==> config.mk <==
export PLATFORM = sky130hd
export DESIGN_NAME = muldiv_sequencer
export DESIGN_NICKNAME = d
export VERILOG_FILES = /design/src/rtl/muldiv_sequencer.sv
export SDC_FILE = /design/constraint.sdc
export NUM_CORES = 1
export LEC_CHECK = 0
export BUFFER_PORTS_ARGS = -buffer_cell sky130_fd_sc_hd__buf_4
export CAP_MARGIN = 20
export CORE_MARGIN = 3
export CORE_UTILIZATION = 25
export CTS_BUF_LIST = sky130_fd_sc_hd__clkbuf_4 sky130_fd_sc_hd__clkbuf_8 sky130_fd_sc_hd__clkbuf_16
export DETAILED_ROUTE_END_ITERATION = 8
export MAX_ROUTING_LAYER = met4
export PLACE_DENSITY = 0.5
export SLEW_MARGIN = 20
export SYNTH_ARGS = -nofsm -noshare
export SYNTH_HDL_FRONTEND = slang
export SYNTH_SLANG_ARGS = --single-unit
==> constraint.sdc <==
create_clock -name i_clk -period 13.65 [get_ports i_clk]
set_input_delay 2.0475 -clock i_clk [delete_from_list [all_inputs] [get_ports i_clk]]
set_output_delay 2.0475 -clock i_clk [all_outputs]
set_load 0.01 [all_outputs]
==> src/rtl/muldiv_sequencer.sv <==
// Iterative RV32M multiply/divide unit: one shift-add / restoring shift-subtract
// datapath sequenced over XLEN cycles, with direct-to-DONE special cases.
//
// state | meaning
// ------+---------------------------------------------------------------
// IDLE  | waiting for i_start; operands captured on acceptance
// CALC  | one multiply or divide iteration per cycle, counter 0..XLEN-1
// DONE  | o_done pulse, o_result holds the finished value
module muldiv_sequencer #(
    parameter int XLEN = 32
) (
    input  logic            i_clk,
    input  logic            i_rst,
    input  logic            i_start,
    input  logic [2:0]      i_funct_3,
    input  logic [XLEN-1:0] i_rs1,
    input  logic [XLEN-1:0] i_rs2,
    input  logic            i_flush,
    output logic            o_busy,
    output logic            o_done,
    output logic [XLEN-1:0] o_result
);

    localparam int CW = (XLEN > 1) ? $clog2(XLEN) : 1;

    typedef enum logic [1:0] {
        IDLE = 2'd0,
        CALC = 2'd1,
        DONE = 2'd2
    } state_t;

    state_t state_q, state_d;

    logic [CW-1:0]     count_q;
    logic [2:0]        funct3_q;
    logic [XLEN-1:0]   opnd_q;
    logic              neg_q;
    logic              neg_rem_q;
    logic [2*XLEN-1:0] acc_q;
    logic [XLEN:0]     rem_q;

    logic            rs1_signed, rs2_signed, s1, s2;
    logic [XLEN-1:0] rs1_mag, rs2_mag;
    logic            div_zero, div_ovf, special;
    logic [XLEN-1:0] special_res;
    logic            accept, last_iter, is_div;

    // Operand decode and special-case detection on the raw request
    always_comb begin
        rs1_signed  = (i_funct_3 == 3'b001) || (i_funct_3 == 3'b010) ||
                      (i_funct_3 == 3'b100) || (i_funct_3 == 3'b110);
        rs2_signed  = (i_funct_3 == 3'b001) || (i_funct_3 == 3'b100) ||
                      (i_funct_3 == 3'b110);
        s1          = rs1_signed & i_rs1[XLEN-1];
        s2          = rs2_signed & i_rs2[XLEN-1];
        rs1_mag     = s1 ? -i_rs1 : i_rs1;
        rs2_mag     = s2 ? -i_rs2 : i_rs2;
        div_zero    = i_funct_3[2] && (i_rs2 == '0);
        div_ovf     = i_funct_3[2] && !i_funct_3[0] &&
                      (i_rs1 == {1'b1, {(XLEN-1){1'b0}}}) && (i_rs2 == '1);
        special     = div_zero || div_ovf;
        special_res = '0;
        if (div_zero)
            special_res = i_funct_3[1] ? i_rs1 : '1;
        else
            special_res = i_funct_3[1] ? '0 : i_rs1;
    end

    assign accept    = (state_q == IDLE) && i_start && !i_flush;
    assign last_iter = (state_q == CALC) && (count_q == CW'(XLEN-1));
    assign is_div    = funct3_q[2];

    logic [XLEN:0]     mul_sum;
    logic [2*XLEN-1:0] mul_next;
    logic [XLEN+1:0]   div_diff;
    logic              div_ge;
    logic [XLEN:0]     rem_next;
    logic [XLEN-1:0]   quo_next;
    logic [2*XLEN-1:0] acc_next;
    logic [2*XLEN-1:0] prod_fix;
    logic [XLEN-1:0]   quo_fix, rem_fix, calc_res;

    // One iteration: the low half of acc_q holds the multiplier or the dividend/quotient
    always_comb begin
        mul_sum  = {1'b0, acc_q[2*XLEN-1:XLEN]} + (acc_q[0] ? {1'b0, opnd_q} : '0);
        mul_next = {mul_sum, acc_q[XLEN-1:1]};
        div_diff = {rem_q, acc_q[XLEN-1]} - {2'b00, opnd_q};
        div_ge   = !div_diff[XLEN+1];
        rem_next = div_ge ? div_diff[XLEN:0] : {rem_q[XLEN-1:0], acc_q[XLEN-1]};
        quo_next = {acc_q[XLEN-2:0], div_ge};
        acc_next = is_div ? {acc_q[2*XLEN-1:XLEN], quo_next} : mul_next;

        prod_fix = neg_q ? -mul_next : mul_next;
        quo_fix  = neg_q ? -quo_next : quo_next;
        rem_fix  = neg_rem_q ? -rem_next[XLEN-1:0] : rem_next[XLEN-1:0];

        calc_res = '0;
        case (funct3_q)
            3'b000:                 calc_res = prod_fix[XLEN-1:0];
            3'b001, 3'b010, 3'b011: calc_res = prod_fix[2*XLEN-1:XLEN];
            3'b100, 3'b101:         calc_res = quo_fix;
            default:                calc_res = rem_fix;
        endcase
    end

    always_ff @(posedge i_clk or posedge i_rst) begin
        if (i_rst)
            state_q <= IDLE;
        else
            state_q <= state_d;
    end

    always_comb begin
        state_d = state_q;
        case (state_q)
            IDLE: begin
                if (accept)
                    state_d = special ? DONE : CALC;
            end
            CALC: begin
                if (last_iter)
                    state_d = DONE;
            end
            DONE:    state_d = IDLE;
            default: state_d = IDLE;
        endcase
        if (i_flush)
            state_d = IDLE;
    end

    always_comb begin
        o_busy = (state_q != IDLE);
        o_done = (state_q == DONE);
    end

    // o_result loads only on the edge that enters DONE
    always_ff @(posedge i_clk or posedge i_rst) begin
        if (i_rst) begin
            count_q   <= '0;
            funct3_q  <= '0;
            opnd_q    <= '0;
            neg_q     <= 1'b0;
            neg_rem_q <= 1'b0;
            acc_q     <= '0;
            rem_q     <= '0;
            o_result  <= '0;
        end else if (accept) begin
            count_q   <= '0;
            funct3_q  <= i_funct_3;
            opnd_q    <= i_funct_3[2] ? rs2_mag : rs1_mag;
            acc_q     <= {{XLEN{1'b0}}, (i_funct_3[2] ? rs1_mag : rs2_mag)};
            rem_q     <= '0;
            neg_q     <= s1 ^ s2;
            neg_rem_q <= s1;
            if (special)
                o_result <= special_res;
        end else if ((state_q == CALC) && !i_flush) begin
            count_q <= count_q + 1'b1;
            acc_q   <= acc_next;
            if (is_div)
                rem_q <= rem_next;
            if (last_iter)
                o_result <= calc_res;
        end
    end

endmodule
==> results of run 1 <==
[worst reg2reg max path, delay by kind of cell, from the launching register on]
kind,cells,cell delay (ns)
flops,1,0.44
mux,1,0.35
fa+ha+maj,2,0.52
compound gates,7,2.36
buf+inv,5,1.23
simple gates,7,1.80
[power groups by stage]
| stage | logic, mW | registers, mW | clock network (mW) |
|---|---|---|---|
| 3_3_place_gp | 1.47 | 0.719 | 0 |
| 4_1_cts | 1.47 | 0.710 | 0.533 |
| 3_5_place_dp | 1.46 | 0.720 | 0 |
| 5_1_grt | 1.61 | 0.727 | 0.548 |
| 2_1_floorplan | 1.04 | 0.639 | 0 |
| 6_report | 1.50 | 0.715 | 0.523 |
[final cells by class]
cell class | count | area, sq um
antenna | 1 | 2.50
fill | 7933 | 51600
inverter | 71 | 274
clock inverter | 10 | 115
tap | 950 | 1190
timing repair buffer | 134 | 1020
sequential | 173 | 4330
multi-input combinational | 2091 | 13000
clock buffer | 21 | 462
[worst paths after layout]
kind | start | to | slack (ns)
max | acc_q[31]$_DFFE_PP0P_ | o_result[28]$_DFFE_PP0P_ | 6.92
min | opnd_q[4]$_DFFE_PP0P_ | opnd_q[4]$_DFFE_PP0P_ | 0.48
max reg2reg | acc_q[31]$_DFFE_PP0P_ | o_result[28]$_DFFE_PP0P_ | 6.92
min reg2reg | opnd_q[4]$_DFFE_PP0P_ | opnd_q[4]$_DFFE_PP0P_ | 0.48
max in group asynchronous | i_rst | neg_q$_DFFE_PP0P_ | 10.69
min in group asynchronous | i_rst | acc_q[45]$_DFFE_PP0P_ | 1.65
[cells by family after synthesis]
family                   share of synthesized area
flip-flops                                   0.237
buffers and inverters                       0.0540
XOR/XNOR                                     0.101
adder cells (fa/ha/maj)                     0.0515
AND/OR/NAND/NOR                              0.245
AO/OA/AOI/OAI                                0.277
multiplexers                                0.0349
[sequential cells by signal (all words and copies together), names as in the netlist]
register / cells
acc_q: 64
count_q: 5
funct3_q: 3
neg_q: 1
neg_rem_q: 1
o_result: 32
opnd_q: 32
rem_q: 33
state_q: 2
[per-layer routing]
metal | vias up | global-route usage
li1 | 9087 | -
met1 | 9103 | 0.291
met2 | 738 | 0.296
met3 | 78 | 0.0359
met4 | 0 | 0.0558
met5 | - | -
[metrics by stage]
stage	util	cell area, sq um	setup WS [ns]	power, mW
3_5_place_dp	0.275	19800	7.02	2.18
4_1_cts	0.283	20300	7.09	2.72
3_3_place_gp	0.275	19800	7.07	2.19
6_report	0.283	20400	6.92	2.73
2_1_floorplan	-	18300	6.91	1.68
5_1_grt	0.283	20400	6.55	2.89
[synthesized netlist by cell type, types with 6 or more instances]
master	count	area (sq um)
nor2_1	224	841
ha_1	72	901
o21a_1	12	90.1
nor3_1	42	210
nor3b_1	6	45.0
o311a_1	6	60.1
nand2_1	319	1200
buf_2	9	45.0
inv_1	70	263
buf_1	16	60.1
a211oi_1	24	180
dfrtp_1	173	4330
xnor2_1	103	902
nor4_1	23	144
a21oi_1	186	931
a311oi_1	8	70.1
nand4_1	35	219
o21ai_1	6	30.0
and4_1	7	61.3
o31ai_1	35	263
clkbuf_1	152	571
xor2_1	107	937
and2_1	22	138
a31oi_1	24	150
o2111ai_1	7	61.3
a221oi_1	10	87.6
nand2b_1	18	113
o22ai_1	11	68.8
and3_1	21	131
o41ai_1	16	140
or2_2	16	100
or4_1	18	135
a211o_1	8	70.1
o21ai_0	280	1400
or3_1	34	213
a21o_1	21	158
a21boi_0	7	52.6
o221ai_1	14	123
o211ai_1	66	495
nor2b_1	15	93.8
mux2i_1	58	581
nand3_1	111	556
==> impl_metrics.json, run 1 <==
{
  "drt-pass1-iter-count": 6,
  "vias": 19006,
  "nets": 2633,
  "drc_errors": 0,
  "die_h_um": 276,
  "cp_top_family": "compound AO/OA/AOI/OAI gates",
  "worst_r2r_path_depth": 22,
  "port_buffers": 104,
  "ys_seq_area_frac": 0.237,
  "relSlewSlack": 0.280,
  "cp_num_cells": 22,
  "fmax_mhz": 149,
  "crit_path_end_kind": "flop",
  "grt_pass1_vias": 17450,
  "worst-setup-path-type": "reg2reg",
  "wl_met1_um": 37600,
  "postCtsSetupBuffers": 0,
  "gp_congestion": 0.944,
  "cp_max_fo": 43,
  "floorplan.die_area_sq_mm": 0.0763,
  "crit_chain": "inv_1 > ha_1 > nand2b_1 > a211oi_2 > o211ai_1 > a2111oi_2 > o21a_1 > nor3_1 > buf_4 > nor2_4 > buf_4 > inv_1 > buf_4 > a21oi_1 > ha_1 > nand4_1 > or4_1 > mux2_2 > or3_1 > or4_1 > a21boi_0 > o22a_1",
  "grtUsageTotal": 0.204,
  "synth_area_sq_mm": 0.0183,
  "numClockSinks": 173,
  "ys_ff_latch": 173,
  "start_util": 0.254,
  "rsz0062_at_grt": "false",
  "p_comb_frac": 0.547,
  "fin_crit_ns": 6.73,
  "critPathMostFrequentCell": "buf_4",
  "synth-edff-count": 0,
  "ys_types": 91,
  "drv_slew": 0,
  "ys_async_sr_fraction": 1.00,
  "p_per_area_mw_per_mm2": 134,
  "clk_latency_ns": 0.50,
  "dp_hpwl_um": 60700,
  "rows": 98,
  "cts_hold_buf": 0,
  "viasPerCell": 5.51,
  "skew_ns": 0.0221,
  "cts_made_buffers": 17,
  "cp_slowest_cell": "a2111oi_2",
  "layout.cells.non_filler": 3451,
  "synthesis.instances": 2517,
  "syn_nets": 2662,
  "overflow": 0,
  "grt_first_pass_wirelength_um": 116000,
  "intPower_mw": 1.36,
  "syn_area_per_cell_sq_um": 7.26,
  "cts.repair.resized": 0,
  "ys.flop_type": "dfrtp_1",
  "die_width_um": 276,
  "power_leakage_nw": 8.32,
  "p_sw_mw": 1.37,
  "irDropWorstVdd_v": 0.000107,
  "max_cap_viol_count": 0,
  "routed-wl-met2_um": 33200,
  "cp_slowest_stage_delay_ns": 0.62,
  "ant_nets": 0,
  "io_pins": 105,
  "antenna_found_initial": 5,
  "setup_tns_ns": 0,
  "crit_arrival_ns": 7.17,
  "drive_gt1_frac": 0.0888,
  "clk_pin_slew_worst_paths_ns": 0.08,
  "grt_max_degree": 155,
  "cts_htree_levels": 4,
  "setup-violations-final": 0,
  "hold_violations": 0,
  "worstMarginPinSlew_ns": 1.08,
  "switching_share": 0.502,
  "worst-path-buf-inv": 5,
  "status": "finished clean",
  "yosysWarnings": 0,
  "cts-root-buf": "clkbuf_16",
  "wirelength_um": 78400,
  "initialDrtViolationCount": 2109,
  "cts_tree": "built",
  "area_delta_synth_final_pct": 11.5,
  "critPathRequiredTime_ns": 14.10,
  "dp.cells": 3419,
  "wl_per_cell_um": 22.7,
  "top_layer_used": "met4",
  "hp-class": "reg2reg",
  "final_cell_mix": "nand2_1, o21ai_0, nor2_1, a21oi_1, dfrtp_1",
  "post-route-period-util": 0.493,
  "dr_wl_met3_um": 5460,
  "power.share.clock": 0.191,
  "fin_hold_ws_ns": 0.483,
  "core_sq_mm": 0.0720,
  "final_common_cell": "nand2_1",
  "hold_depth": 2,
  "cp-start-kind": "flop",
  "clockBufferDepth": 2,
  "p_seq_frac": 0.262
}
Power figures use the tool's default switching activity.
==> run 2, diff against run 1 <==
- clock period: 13.65 -> 6.6 ns (I/O delays scaled with it)
==> impl_metrics.json, run 2 (synthesized netlist as in run 1, its figures left out) <==
{
  "cp_slowest_cell": "a2111oi_2",
  "largest_register_ffs": 64,
  "place_ws_ns": 0.703,
  "floorplan.die_area_sq_mm": 0.0763,
  "cts_htree_levels": 4,
  "cts_tree": "built",
  "cp_slowest_stage_delay_ns": 0.66,
  "cp_max_fo": 12,
  "core_sq_mm": 0.0720,
  "worst-path-buf-inv": 2,
  "dp_hpwl_um": 61500,
  "port_buffers": 104,
  "cts-root-buf": "clkbuf_16",
  "overflow": 0,
  "fin_util": 0.284,
  "drt-pass1-iter-count": 5,
  "grt_pass1_vias": 17580,
  "grtUsageTotal": 0.206,
  "critPathRequiredTime_ns": 7.05,
  "die_h_um": 276,
  "regToRegStartpoint": "rem_q[1]$_DFFE_PP0P_",
  "cts_made_buffers": 17,
  "max_cap_viol_count": 0,
  "crit_path_end_kind": "flop",
  "irDropWorstVdd_v": 0.000124,
  "grt_max_degree": 106,
  "antenna_found_initial": 3,
  "intPower_mw": 2.83,
  "power_leakage_nw": 8.38,
  "setup_tns_ns": 0,
  "worst_r2r_path_depth": 20,
  "placed_cell_area_sq_mm": 0.0199,
  "fmax_mhz": 167,
  "fin_hold_ws_ns": 0.480,
  "status": "finished clean",
  "final_common_cell": "nand2_1",
  "clk_latency_ns": 0.51,
  "cp_top_family": "compound AO/OA/AOI/OAI gates",
  "wl_per_cell_um": 22.6,
  "start_util": 0.254,
  "drv_slew": 0,
  "largestRegisters": "acc_q (64), rem_q (33)",
  "worstMarginPinSlew_ns": 1.04,
  "gp_congestion": 0.988,
  "final_cell_mix": "nand2_1, o21ai_0, nor2_1, a21oi_1, dfrtp_1",
  "fillers": 7889,
  "crit_chain": "ha_1 > nor2_1 > a211oi_2 > o211ai_1 > a2111oi_2 > o21a_1 > o21a_1 > nor2_4 > inv_1 > nor2_1 > a21oi_1 > buf_4 > ha_1 > nand4_1 > or4_1 > mux2_2 > or3_1 > or4_1 > a21boi_0 > o22a_1",
  "initialDrtViolationCount": 2103,
  "worst_slack_ns": 0.601,
  "numClockSinks": 173,
  "skew_ns": 0.0134,
  "vias": 19114,
  "die_width_um": 276,
  "wirelength_um": 78500,
  "crit_arrival_ns": 6.45,
  "viasPerCell": 5.51,
  "cts_hold_buf": 0,
  "hold_violations": 0,
  "drc_errors": 0,
  "hold_end": "opnd_q[6]$_DFFE_PP0P_",
  "hp-class": "reg2reg",
  "timing.reg2reg.setup_slack_ns": 0.60,
  "cp_num_cells": 20,
  "drive_gt1_frac": 0.0950,
  "area_delta_synth_final_pct": 12.0,
  "cp-start-kind": "flop",
  "p_per_area_mw_per_mm2": 278,
  "r2r_end": "o_result[28]$_DFFE_PP0P_",
  "rows": 98,
  "power.share.clock": 0.183,
  "post-route-period-util": 0.909,
  "fin_crit_ns": 6.00,
  "setup-violations-final": 0,
  "clk_pin_slew_worst_paths_ns": 0.07,
  "grt_first_pass_wirelength_um": 117000,
  "p_sw_mw": 2.86,
  "antenna_cells": 0,
  "clockBufferDepth": 2,
  "min_from": "opnd_q[6]$_DFFE_PP0P_",
  "ant_nets": 0,
  "p_seq_frac": 0.260,
  "nets": 2648,
  "final_design_area_no_fill_sq_mm": 0.0205,
  "switching_share": 0.503,
  "regMostFlops": "acc_q",
  "relSlewSlack": 0.308,
  "postCtsSetupBuffers": 0,
  "cts.repair.resized": 0,
  "io_pins": 105,
  "hold_depth": 2,
  "worst-setup-path-type": "reg2reg",
  "p_comb_frac": 0.557,
  "rsz0062_at_grt": "false"
}
==> run 2: cell count changes in the layout (fill, tap and decap cells not counted), moves of 2 or more <==
cell,before,now
clkbuf_4,3,0
clkinv_2,3,5
inv_6,1,4
buf_4,133,148
==> run 2: worst max-delay path by stage <==
stage	start	end	slack, ns
after floorplan	i_rst	acc_q[0]$_DFFE_PP0P_	0.92
after global placement	rem_q[6]$_DFFE_PP0P_	o_result[28]$_DFFE_PP0P_	0.82
after detailed placement	rem_q[6]$_DFFE_PP0P_	o_result[28]$_DFFE_PP0P_	0.70
after CTS	rem_q[6]$_DFFE_PP0P_	o_result[28]$_DFFE_PP0P_	0.68
after global routing	acc_q[31]$_DFFE_PP0P_	o_result[28]$_DFFE_PP0P_	0.13
final	rem_q[1]$_DFFE_PP0P_	o_result[28]$_DFFE_PP0P_	0.60
==> run 2: layer usage <==
| layer | track usage | part of all wire |
|---|---|---|
| met2 | 0.286 | 0.41 |
| met3 | 0.0366 | 0.071 |
| met4 | 0.0756 | 0.038 |
| met1 | 0.296 | 0.48 |
| met5 | - | 0 |
==> run 2: power by group through the flow <==
stage                     Combinational [mW]  Clock [mW]  Sequential [mW]
after floorplan                         2.16           0             1.32
after global placement                  3.11           0             1.49
after detailed placement                3.09           0             1.49
after CTS                               3.11        1.06             1.48
after global routing                    3.42        1.11             1.51
final                                   3.17        1.04             1.48
==> run 2: through the flow <==
stage	cells	total power, mW
floorplan	2517	3.48
global placement	3434	4.61
detailed placement	3434	4.58
CTS	3466	5.65
global route	3466	6.04
finish	3466	5.69
==> run 2: worst reg2reg max path, cell delays in order (launching register included) <==
cell and delay, ns:
dfrtp_1 0.44, ha_1 0.39, nor2_1 0.09, a211oi_2 0.54, o211ai_1 0.21, a2111oi_2 0.66
o21a_1 0.26, o21a_1 0.43, nor2_4 0.09, inv_1 0.09, nor2_1 0.04, a21oi_1 0.11
buf_4 0.14, ha_1 0.27, nand4_1 0.18, or4_1 0.47, mux2_2 0.34, or3_1 0.42
or4_1 0.42, a21boi_0 0.19, o22a_1 0.15
==> run 2: final cells by class <==
| cell class | count | area, sq um | area share |
|---|---|---|---|
| flip-flops and latches | 173 | 4330 | 0.212 |
| inverters | 71 | 274 | 0.0134 |
| clock buffers | 19 | 453 | 0.0221 |
| multi-input cells | 2091 | 13000 | 0.634 |
| well taps | 950 | 1190 | 0.0581 |
| clock inverters | 13 | 114 | 0.00557 |
| repair buffers | 149 | 1130 | 0.0553 |
==> run 3, diff against run 2 <==
- clock period: 6.6 -> 7.7 ns (I/O delays scaled with it)
==> impl_metrics.json, run 3 (synthesized netlist as in run 1, its figures left out) <==
{
  "status": "finished clean",
  "cts-root-buf": "clkbuf_16",
  "cp_max_fo": 42,
  "fin_hold_ws_ns": 0.478,
  "cts_made_buffers": 17,
  "clk_latency_ns": 0.48,
  "port_buffers": 104,
  "cts_htree_levels": 4,
  "grtUsageTotal": 0.205,
  "die_h_um": 276,
  "postCtsSetupBuffers": 0,
  "io_pins": 105,
  "max_cap_viol_count": 0,
  "clockBufferDepth": 2,
  "start_util": 0.254,
  "overflow": 0,
  "final_cell_mix": "nand2_1, o21ai_0, nor2_1, a21oi_1, dfrtp_1",
  "viasPerCell": 5.55,
  "gp_congestion": 0.934,
  "irDropWorstVdd_v": 0.000167,
  "wl_per_cell_um": 22.8,
  "skew_ns": 0.0152,
  "power_leakage_nw": 8.33,
  "floorplan.die_area_sq_mm": 0.0763,
  "seqCellArea_sq_mm": 0.00433,
  "clk_pin_slew_worst_paths_ns": 0.08,
  "cp_slowest_cell": "a2111oi_2",
  "fin_util": 0.283,
  "worst_slack_ns": 1.40,
  "die_width_um": 276,
  "critPathRequiredTime_ns": 8.12,
  "p_per_area_mw_per_mm2": 238,
  "final_design_area_no_fill_sq_mm": 0.0204,
  "rsz0062_at_grt": "false",
  "ant_nets": 0,
  "core_sq_mm": 0.0720,
  "hold_violations": 0,
  "fmax_mhz": 159,
  "area_delta_synth_final_pct": 11.7,
  "cts_tree": "built",
  "vias": 19134,
  "nets": 2632,
  "cp_top_family": "compound AO/OA/AOI/OAI gates",
  "placed_cell_area_sq_mm": 0.0198,
  "worstMarginPinSlew_ns": 1.06,
  "final_common_cell": "nand2_1",
  "hp-class": "reg2reg",
  "grt_pass1_vias": 17406,
  "grt_max_degree": 155,
  "place_ws_ns": 1.51,
  "rows": 98,
  "relSlewSlack": 0.292,
  "initialDrtViolationCount": 2201,
  "drv_slew": 0,
  "numClockSinks": 173,
  "drt-pass1-iter-count": 5,
  "crit_chain": "inv_1 > ha_1 > nand2b_1 > a211oi_2 > o211ai_1 > a2111oi_2 > o21a_1 > nor3_1 > buf_4 > nor2_4 > buf_4 > mux2i_1 > ha_1 > nand4_1 > or4_1 > mux2_2 > or3_1 > or4_1 > a21boi_0 > o22a_1",
  "cts_hold_buf": 0,
  "fin_crit_ns": 6.30,
  "largestRegisters": "acc_q (64), rem_q (33)",
  "fillers": 7847,
  "crit_arrival_ns": 6.72,
  "dp_hpwl_um": 61000,
  "multi_input_area_sq_mm": 0.0130,
  "wirelength_um": 78700,
  "largest_register_ffs": 64,
  "drive_gt1_frac": 0.0892,
  "regMostFlops": "acc_q",
  "cp_slowest_stage_delay_ns": 0.55,
  "antenna_cells": 0,
  "worst-setup-path-type": "reg2reg",
  "post-route-period-util": 0.818,
  "setup-violations-final": 0,
  "drc_errors": 0,
  "crit_path_end_kind": "flop",
  "cts.repair.resized": 0,
  "setup_tns_ns": 0,
  "worst-path-buf-inv": 3,
  "antenna_found_initial": 2,
  "grt_first_pass_wirelength_um": 117000,
  "cp-start-kind": "flop"
}
run 3: power breakdown:
part           total (mW)  internal [mW]  leakage, nW  switching, mW
Clock               0.956          0.513        0.297          0.444
Combinational        2.63          0.866         5.75           1.77
Sequential           1.27           1.05         2.29          0.221
Total                4.86           2.43         8.33           2.43
run 3: final timing paths:
path	startpoint	to	slack (ns)	depth (start not counted)
hold / removal	opnd_q[9]$_DFFE_PP0P_	opnd_q[9]$_DFFE_PP0P_	0.48	2
min in group asynchronous	i_rst	rem_q[23]$_DFFE_PP0P_	0.78	2
setup / recovery	acc_q[31]$_DFFE_PP0P_	o_result[28]$_DFFE_PP0P_	1.40	20
max in group asynchronous	i_rst	neg_q$_DFFE_PP0P_	5.68	3
hold reg to reg	opnd_q[9]$_DFFE_PP0P_	opnd_q[9]$_DFFE_PP0P_	0.48	2
setup reg to reg	acc_q[31]$_DFFE_PP0P_	o_result[28]$_DFFE_PP0P_	1.40	20
run 3: worst min-delay path, delay by kind of cell (launching register included):
family,cells,cell delay [ns]
AO/OA/AOI/OAI,1,0.06
AND/OR/NAND/NOR,1,0.04
flip-flops,1,0.34
run 3: stage by stage:
step	std cells	power, mW
after floorplan	2517	2.98
after global placement	3417	3.87
after detailed placement	3418	3.86
after CTS	3450	4.83
after global routing	3450	5.15
final	3450	4.86
run 3: routing by layer:
metal / GRT usage / part of all wire / up-vias
met5: - / 0 / -
met4: 0.0716 / 0.035 / 0
met3: 0.0431 / 0.079 / 86
met2: 0.284 / 0.41 / 756
met1: 0.291 / 0.47 / 9203
li1: - / - / 9089
run 3: cell type report:
type                       instances  area share
multi-input combinational       2091       0.636
sequential                       173       0.212
tap                              950      0.0583
timing repair buffer             133      0.0502
clock buffer                      20      0.0229
inverter                          71      0.0134
clock inverter                    12     0.00724
